<file path="src/rtl/softmax_exp_index_gen_if.sv">
// Logit input channel, LUT-index output channel and busy flag for softmax_exp_index_gen.
// The slave modport is the block's view; master is the surrounding pipeline's view.
interface softmax_exp_index_gen_if #(
  parameter int unsigned DATA_W = 16,
  parameter int unsigned IDX_W  = 4
);
  logic                     in_valid;
  logic                     in_ready;
  logic signed [DATA_W-1:0] in_logit;
  logic                     out_valid;
  logic                     out_ready;
  logic [7:0]               out_x;
  logic [IDX_W-1:0]         out_idx;
  logic                     out_last;
  logic                     busy;

  modport slave (
    input  in_valid, in_logit, out_ready,
    output in_ready, out_valid, out_x, out_idx, out_last, busy
  );

  modport master (
    output in_valid, in_logit, out_ready,
    input  in_ready, out_valid, out_x, out_idx, out_last, busy
  );
endinterface

</file>
<file path="src/rtl/softmax_exp_index_gen.sv">
// Buffers one frame of signed logits while tracking its minimum, then emits
// one saturated 8-bit exp-LUT index per class: sat8((logit - min) >>> FRAC_BITS).
module softmax_exp_index_gen #(
  parameter int unsigned N_CLASSES = 10,
  parameter int unsigned DATA_W    = 16,
  parameter int unsigned FRAC_BITS = 8,
  parameter int unsigned IDX_W     = 4
) (
  input  logic                    clk,
  input  logic                    rst,
  softmax_exp_index_gen_if.slave  bus
);

  localparam logic [IDX_W-1:0]         LAST_IDX = IDX_W'(N_CLASSES - 1);
  localparam logic signed [DATA_W-1:0] MOST_POS = {1'b0, {(DATA_W-1){1'b1}}};

  typedef enum logic {COLLECT, EMIT} state_e;

  state_e                   state_q, state_d;
  logic [IDX_W-1:0]         count_q, count_d;
  logic signed [DATA_W-1:0] min_q, min_d;
  logic                     in_ready_q, in_ready_d;
  logic                     out_valid_q, out_valid_d;
  logic [7:0]               out_x_q, out_x_d;
  logic [IDX_W-1:0]         out_idx_q, out_idx_d;
  logic                     out_last_q, out_last_d;
  logic                     busy_q, busy_d;
  logic signed [DATA_W-1:0] buf_q [N_CLASSES];

  logic                     in_fire;
  logic                     out_fire;
  logic [IDX_W-1:0]         next_idx;

  // Difference is taken one bit wider so the full signed span cannot wrap.
  function automatic logic [7:0] lut_idx(input logic signed [DATA_W-1:0] v,
                                         input logic signed [DATA_W-1:0] m);
    logic [DATA_W:0] d;
    logic [DATA_W:0] s;
    d = {v[DATA_W-1], v} - {m[DATA_W-1], m};
    s = d >> FRAC_BITS;
    if (s > (DATA_W+1)'(255)) return 8'hFF;
    return s[7:0];
  endfunction

  assign in_fire  = (state_q == COLLECT) && bus.in_valid && in_ready_q;
  assign out_fire = (state_q == EMIT) && out_valid_q && bus.out_ready;
  assign next_idx = count_q + IDX_W'(1);

  always_comb begin
    state_d     = state_q;
    count_d     = count_q;
    min_d       = min_q;
    in_ready_d  = in_ready_q;
    out_valid_d = out_valid_q;
    out_x_d     = out_x_q;
    out_idx_d   = out_idx_q;
    out_last_d  = out_last_q;
    busy_d      = busy_q;
    case (state_q)
      COLLECT: begin
        if (in_fire) begin
          busy_d = 1'b1;
          if (count_q == '0 || bus.in_logit < min_q) min_d = bus.in_logit;
          if (count_q == LAST_IDX) begin
            // Class 0 was buffered earlier; its index uses the final minimum.
            state_d     = EMIT;
            count_d     = '0;
            in_ready_d  = 1'b0;
            out_valid_d = 1'b1;
            out_x_d     = lut_idx(buf_q[0], min_d);
            out_idx_d   = '0;
            out_last_d  = 1'b0;
          end else begin
            count_d = next_idx;
          end
        end
      end
      EMIT: begin
        if (out_fire) begin
          if (out_last_q) begin
            state_d     = COLLECT;
            count_d     = '0;
            in_ready_d  = 1'b1;
            out_valid_d = 1'b0;
            out_x_d     = '0;
            out_idx_d   = '0;
            out_last_d  = 1'b0;
            busy_d      = 1'b0;
          end else begin
            count_d    = next_idx;
            out_x_d    = lut_idx(buf_q[next_idx], min_q);
            out_idx_d  = next_idx;
            out_last_d = (next_idx == LAST_IDX);
          end
        end
      end
      default: state_d = COLLECT;
    endcase
  end

  always_ff @(posedge clk or posedge rst) begin
    if (rst) begin
      state_q     <= COLLECT;
      count_q     <= '0;
      min_q       <= MOST_POS;
      in_ready_q  <= 1'b1;
      out_valid_q <= 1'b0;
      out_x_q     <= '0;
      out_idx_q   <= '0;
      out_last_q  <= 1'b0;
      busy_q      <= 1'b0;
    end else begin
      state_q     <= state_d;
      count_q     <= count_d;
      min_q       <= min_d;
      in_ready_q  <= in_ready_d;
      out_valid_q <= out_valid_d;
      out_x_q     <= out_x_d;
      out_idx_q   <= out_idx_d;
      out_last_q  <= out_last_d;
      busy_q      <= busy_d;
    end
  end

  // Frame storage needs no reset; stale contents are always overwritten before use.
  always_ff @(posedge clk) begin
    if (in_fire) buf_q[count_q] <= bus.in_logit;
  end

  assign bus.in_ready  = in_ready_q;
  assign bus.out_valid = out_valid_q;
  assign bus.out_x     = out_x_q;
  assign bus.out_idx   = out_idx_q;
  assign bus.out_last  = out_last_q;
  assign bus.busy      = busy_q;

endmodule

</file>
<file path="src/flat_wrapper.sv">
// flat-port wrapper written by rule: the top's interface ports become plain ports
module softmax_exp_index_gen_flat 
#(
  parameter int unsigned N_CLASSES = 10,
  parameter int unsigned DATA_W    = 16,
  parameter int unsigned FRAC_BITS = 8,
  parameter int unsigned IDX_W     = 4
)
  (clk, rst, bus_in_valid, bus_in_logit, bus_out_ready, bus_in_ready, bus_out_valid, bus_out_x, bus_out_idx, bus_out_last, bus_busy);
  softmax_exp_index_gen_if #(.DATA_W(DATA_W), .IDX_W(IDX_W)) bus_i ();
  input  logic clk;
  input  logic rst;
  input wire logic [$bits(bus_i.in_valid)-1:0] bus_in_valid;
  input wire logic [$bits(bus_i.in_logit)-1:0] bus_in_logit;
  input wire logic [$bits(bus_i.out_ready)-1:0] bus_out_ready;
  output wire logic [$bits(bus_i.in_ready)-1:0] bus_in_ready;
  output wire logic [$bits(bus_i.out_valid)-1:0] bus_out_valid;
  output wire logic [$bits(bus_i.out_x)-1:0] bus_out_x;
  output wire logic [$bits(bus_i.out_idx)-1:0] bus_out_idx;
  output wire logic [$bits(bus_i.out_last)-1:0] bus_out_last;
  output wire logic [$bits(bus_i.busy)-1:0] bus_busy;
  assign bus_i.in_valid = bus_in_valid;
  assign bus_i.in_logit = bus_in_logit;
  assign bus_i.out_ready = bus_out_ready;
  assign bus_in_ready = bus_i.in_ready;
  assign bus_out_valid = bus_i.out_valid;
  assign bus_out_x = bus_i.out_x;
  assign bus_out_idx = bus_i.out_idx;
  assign bus_out_last = bus_i.out_last;
  assign bus_busy = bus_i.busy;
  softmax_exp_index_gen #(.N_CLASSES(N_CLASSES), .DATA_W(DATA_W), .FRAC_BITS(FRAC_BITS), .IDX_W(IDX_W)) u_core (.clk(clk), .rst(rst), .bus(bus_i));
endmodule
</file>
<file path="config.mk">
export PLATFORM = sky130hd
export DESIGN_NAME = softmax_exp_index_gen_flat
export DESIGN_NICKNAME = d
export VERILOG_FILES = /design/src/rtl/softmax_exp_index_gen_if.sv /design/src/rtl/softmax_exp_index_gen.sv /design/src/flat_wrapper.sv
export SDC_FILE = /design/constraint.sdc
export NUM_CORES = 1
export LEC_CHECK = 0
export ABC_AREA = 1
export ABC_CLOCK_PERIOD_IN_PS = 6300
export CELL_PAD_IN_SITES_DETAIL_PLACEMENT = 1
export CELL_PAD_IN_SITES_GLOBAL_PLACEMENT = 1
export CORE_MARGIN = 2
export CORE_UTILIZATION = 53
export CTS_CLUSTER_SIZE = 25
export DETAILED_ROUTE_END_ITERATION = 8
export DONT_BUFFER_PORTS = 1
export GPL_TIMING_DRIVEN = 0
export PLACE_DENSITY = 0.88
export SLEW_MARGIN = 20
export SYNTH_ARGS = -nofsm -noshare
export SYNTH_HDL_FRONTEND = slang
export SYNTH_SLANG_ARGS = --single-unit
</file>
<file path="constraint.sdc">
create_clock -name clk -period 6.3 [get_ports clk]
set_input_delay 0.315 -clock clk [delete_from_list [all_inputs] [get_ports clk]]
set_output_delay 0.315 -clock clk [all_outputs]
set_load 0.05 [all_outputs]
</file>
# Word-level counts from Yosys, hierarchy flattened
# Memories as Yosys holds them, arrays and structs flattened.
# Index checks and enable logic that the tools add are counted.
# totals
reg_bits	37
ramBits	160
in_bits	20
output_inout_bits	16
wordCells	84
n_memories	1
# mem_list
name	words	word_bits	read_ports	rd_clocked_by_memory_dff	write_ports	line	text
u_core.buf_q	10	16	2	0	1	softmax_exp_index_gen.sv:28	logic signed [DATA_W-1:0] buf_q [N_CLASSES];
# op_classes
add_sub_neg	3
magnitude_cmp	3
eq_ne	6
n_mux	50
bitwise	1
n_reduce_logical	11
# op_table
operator	count
8-bit 2-to-1 mux	8
16-bit 2-to-1 mux	3
16-bit by 16-bit subtractor with 17-bit output	2
1-bit 2-to-1 mux	25
4-bit 2-to-1 mux	6
9-bit by 8-bit > comparator with 1-bit output, second input constant	2
16-bit less-than comparator	1
4-bit case mux with 2 select lines	2
8-bit case mux with 2 select lines	1
1-bit case mux with 2 select lines	5
4-bit == test, second input constant	2
2-bit inequality test, second input constant	3
3-bit AND reduction	2
4-bit by 1-bit adder with 4-bit output, second input constant	1
1-bit logical AND	4
4-bit logical NOT	1
2-bit AND reduction	2
4-bit AND reduction	1
2-bit by 1-bit inequality test with 1-bit output, second input constant	1
1-bit logical OR	1
1-bit inverter	1

# Longest topological paths before layout
# logic_depth
ltp_word	15
ltp_mapped	31
depth_no_buf	29

# Least setup slack after synthesis
# Ideal clock, no wire load.
# synth_timing
path_kind	register to register
startpoint	reg u_core.count_q[0]
endpoint	reg u_core.out_x_q[5], in the netlist u_core.bus.out_x[5]
setup_ps	122
arrival_time_ps	4019
slack_ps	2159
stages_incl_launch_ff	27
n_path_buf	6
synth_period_minus_slack_ps	4141
path_cell_list	dfrtp_1 -> buf_2 -> inv_1 -> clkbuf_1 -> clkbuf_1 -> buf_1 -> ha_1 -> clkbuf_1 -> inv_1 -> clkbuf_1 -> o21ai_0 -> o22ai_1 -> nor2_1 -> o21ai_0 -> ha_1 -> a21oi_1 -> o21ai_0 -> a21oi_1 -> nand2_1 -> nand3_1 -> nand2_1 -> nand3_1 -> nand2_1 -> xor2_1 -> nand3_1 -> a21oi_1 -> a21oi_2
# synth_between
elab_chain_len	15
elab_cells_between_ends	29
cone_classes	3 x add/sub; 2 x order compare; 2 x eq/ne; 18 x mux; 3 x reduce/logical; 1 x memory
# synth_lines
item	line	text
from (decl)	softmax_exp_index_gen.sv:20	logic [IDX_W-1:0] count_q, count_d;
from (signal assigned)	softmax_exp_index_gen.sv:114	count_q <= count_d;
branches (longest 15 deep; another with 16-bit by 16-bit subtractor with 17-bit output)	-	
to (signal assigned)	softmax_exp_index_gen.sv:118	out_x_q <= out_x_d;
to (decl)	softmax_exp_index_gen.sv:24	logic [7:0] out_x_q, out_x_d;
# Several ways; the timed one is not identified. The select of a mux whose other input is x is not followed.
# A chain may end at the register's enable or synchronous reset.

# Worst setup path after layout
# Same ends and word-level chain as after synthesis.

==> results by group <==
Status
  • Outcome: complete, no violations

CTS
  • TritonCTS clock tree: done
  • H-tree depth: 4
  • Total CTS buffers: 17
  • Clock buffer depth: 2
  • Worst skew pair latency: 450 ps
  • Clk slew on worst S/H paths: 80 ps
  • Setup Fix Bufs, Post-CTS: 0
  • Clock sink count: 197
  • Clock root cell: clkbuf_16

Final layout
  • Layout Cells excl Fill: 1329
  • Ant diodes: 0
  • Fraction of layout cells with a size suffix above 1: 0.108
  • Final #Nets: 1149
  • Commonest non-fill, non-tap cells in the layout: nand2_1, edfxtp_1, o21ai_0
  • Commonest non-fill, non-tap cell in the layout: nand2_1
  • Synthesis-to-finish area growth: 12.7%

STA
  • Highest Clock Rate: 0.163 GHz
  • RSZ-0062 raised after global routing: no
  • Slew Viols, Final: 0
  • Tmin final: 6130 ps
  • Worst relative slew slack: 0.324
  • Setup TNS: 0 ps
  • Worst Max-Slew Pin Slew: 1010 ps
  • Setup Skew: 10.9 ps
  • Tcrit/Tclk final: 0.973
  • Final Setup Violations: 0
  • Fin. Hold Viols: 0

Synth
  • Syn Nets: 1101
  • Async set or reset register ratio after synthesis: 0.188
  • Sequential share of the synthesized area: 0.576
  • Post-synth cell types: 38
  • Synth area leader: edfxtp_1
  • Synthesized area: 9990 µm²
  • Post-synthesis cell count: 1034
  • Area share of the leading cell type in the synthesized netlist: 0.481
  • FF+latch count, synth: 197
  • Synth warn: 0
  • Post-synth EDFFs: 160
  • Synth Area per Inst: 9.66 µm²
  • Ys flop type: edfxtp_1
  • Ranking of synthesized cells by area: edfxtp_1, nand2_1, o21ai_0, ha_1, dfrtp_1

Power
  • Leak Pwr: 4.34 nW
  • Pwr dens: 245 nW/µm²
  • Worst vdd ir: 0.192 mV

Setup path
  • R2r setup slk: 170 ps
  • Bufs and invs on worst path: 7
  • Worst path required time: 6650 ps
  • CP Launch Type: flip-flop
  • Setup crit end kind: flip-flop
  • Reg2Reg Launch Point: u_core.count_q[0]
  • CP max FO: 15
  • Crit path DAT: 6480 ps
  • Worst Setup SP: u_core.count_q[0]
  • WS Path Type: flip-flop to flip-flop
  • Slowest CP cell: clkbuf_1
  • Slowest cell delay on critical path: 490 ps
  • Reg2reg path depth: 25
  • Top Family by Delay on Critical Path: buffers and inverters
  • FF-to-FF End: u_core.bus.out_x[5]

Detailed routing
  • # DRC: 0
  • DR vias/cell: 6.38
  • DR pass1 iterations: 6
  • Antenna-violating nets left: 0
  • Detailed-route via count: 8483
  • Initial detailed-routing violation count: 1024
  • Routed WL: 34200 µm
  • Routed WL per cell: 25.7 µm

Global route
  • Number of global-route vias before repair: 8869
  • Initial antenna violation count: 0
  • First-pass GRT wire length: 52000 µm
  • Global route overflow: 0
  • Total GRT Usage: 0.352
  • Largest net degree at the start of global routing: 25

Placed design
  • GP Congestion: 0.890
  • DP Wirelength: 22900 µm
  • Placed cells: 1281
  • Number of I/O port buffers: 0

Run
  • Max-cap viol count: 0

Die
  • IO Count: 36
  • Die area: 20000 µm²
  • Initial Utilization: 0.538
  • Die X-Extent: 141 µm
  • Core footprint: 18600 µm²
  • Rows: 50
  • Height of the die: 141 µm

Hold path
  • Hold EP: u_core.min_q[13]
  • Worst Hold Class: primary input to flip-flop
  • Worst hold stages: 2
  • Hold Crit Start: bus_in_logit[13]
-- synthesized netlist by cell type, types with 2 or more instances --
cell and instances:
nor2_2 2, clkbuf_1 35, nor3_1 14, o22ai_1 32
ha_1 47, nand3_1 42, inv_1 71, buf_2 3
nand4_1 7, inv_2 2, nand2_4 2, o211ai_1 3
dfrtp_1 21, xnor2_1 6, dfstp_2 16, o21a_1 2
o21ai_0 129, nand2_2 13, a21oi_1 58, nand3b_1 2
nor2_1 125, or2_2 2, nand3_2 4, xor2_1 5
a21oi_2 9, nand2_1 206, o21bai_1 4, edfxtp_1 160
a21o_1 3
-- routing by layer --
layer,track usage,part of all wire,vias to the layer above
met5,0,0,-
met4,0.171,0.057,0
met3,0.0712,0.083,150
met2,0.594,0.48,504
met1,0.436,0.38,4140
li1,-,-,3689
-- stage by stage --
step	setup WS, ps	instance area, µm²	utilization	total power, mW	hold WS, ps
after global routing	33.2	11300	0.606	2.82	120
after detailed placement	57.0	10500	0.562	1.55	169
after floorplan	2160	9990	-	1.52	414
final	170	11300	0.606	2.76	97.7
after CTS	98.1	11300	0.606	2.75	93.5
after global placement	289	10300	0.553	1.55	414
-- cell families (layout without fill, tap and decap cells) --
logic type / Yosys count / after routing / synth area share
DFF: 197 / 197 / 0.576
AOI/OAI and AO/OA: 243 / 243 / 0.133
xor gates and xnor gates: 11 / 11 / 0.00965
and+or+nand+nor: 422 / 422 / 0.179
adders and majority gates: 47 / 47 / 0.0589
buffers and inverters: 114 / 175 / 0.0440
-- cell type report --
| cell class | count | area, µm² |
|---|---|---|
| inverters | 74 | 282 |
| well taps | 234 | 293 |
| clock inverters | 15 | 208 |
| plain buffers | 39 | 163 |
| multi-input cells | 723 | 3840 |
| clock buffers | 17 | 425 |
| fillers | 2061 | 7320 |
| repair buffers | 30 | 295 |
| flip-flops and latches | 197 | 5750 |
-- power breakdown --
| part | total (mW) | switching [mW] | internal, mW |
|---|---|---|---|
| registers | 1.41 | 0 | 1.41 |
| logic | 0.149 | 0.101 | 0.0473 |
| clock network | 1.20 | 0.558 | 0.645 |
-- worst reg2reg max path: stages, from the launching register on --
cell,delay [ps]
dfrtp_1,440
buf_2,290
clkinvlp_4,320
clkbuf_2,330
buf_2,290
ha_1,350
clkbuf_1,240
inv_1,180
clkbuf_1,490
o21ai_0,260
o22ai_1,200
nor2_1,60
o21ai_0,480
ha_1,380
a21oi_1,210
o21ai_0,170
a21oi_1,220
nand2_1,180
nand3_1,120
nand2_1,140
nand3_1,110
nand2_1,70
xor2_1,170
nand3_1,100
a21oi_1,180
a21oi_2,70
-- flip-flops by register name (all words and copies together) (netlist names) --
name,count
u_core.buf_q,160
u_core.min_q,16
u_core.bus.out_x,8
u_core.bus.out_idx,4
u_core.count_q,4
u_core.bus.busy,1
u_core.bus.in_ready,1
u_core.bus.out_last,1
u_core.bus.out_valid,1
u_core.state_q,1
-- repair_timing --
action / in CTS / in global routing
hold endpoints to repair: 182 / 0
setup endpoints to repair: 8 / 8
resized for setup: 1 / 7
hold buffers: 17 / 0
cloned: 0 / 0
-- worst max path at each step --
stage                                     end  cells past startpoint
after floorplan           u_core.bus.out_x[5]                     26
after global placement    u_core.bus.out_x[5]                     26
after detailed placement  u_core.bus.out_x[5]                     26
after CTS                 u_core.bus.out_x[5]                     26
after global routing      u_core.bus.out_x[0]                     23
final                     u_core.bus.out_x[5]                     25
No activity file was read; power rests on OpenSTA's default activity.
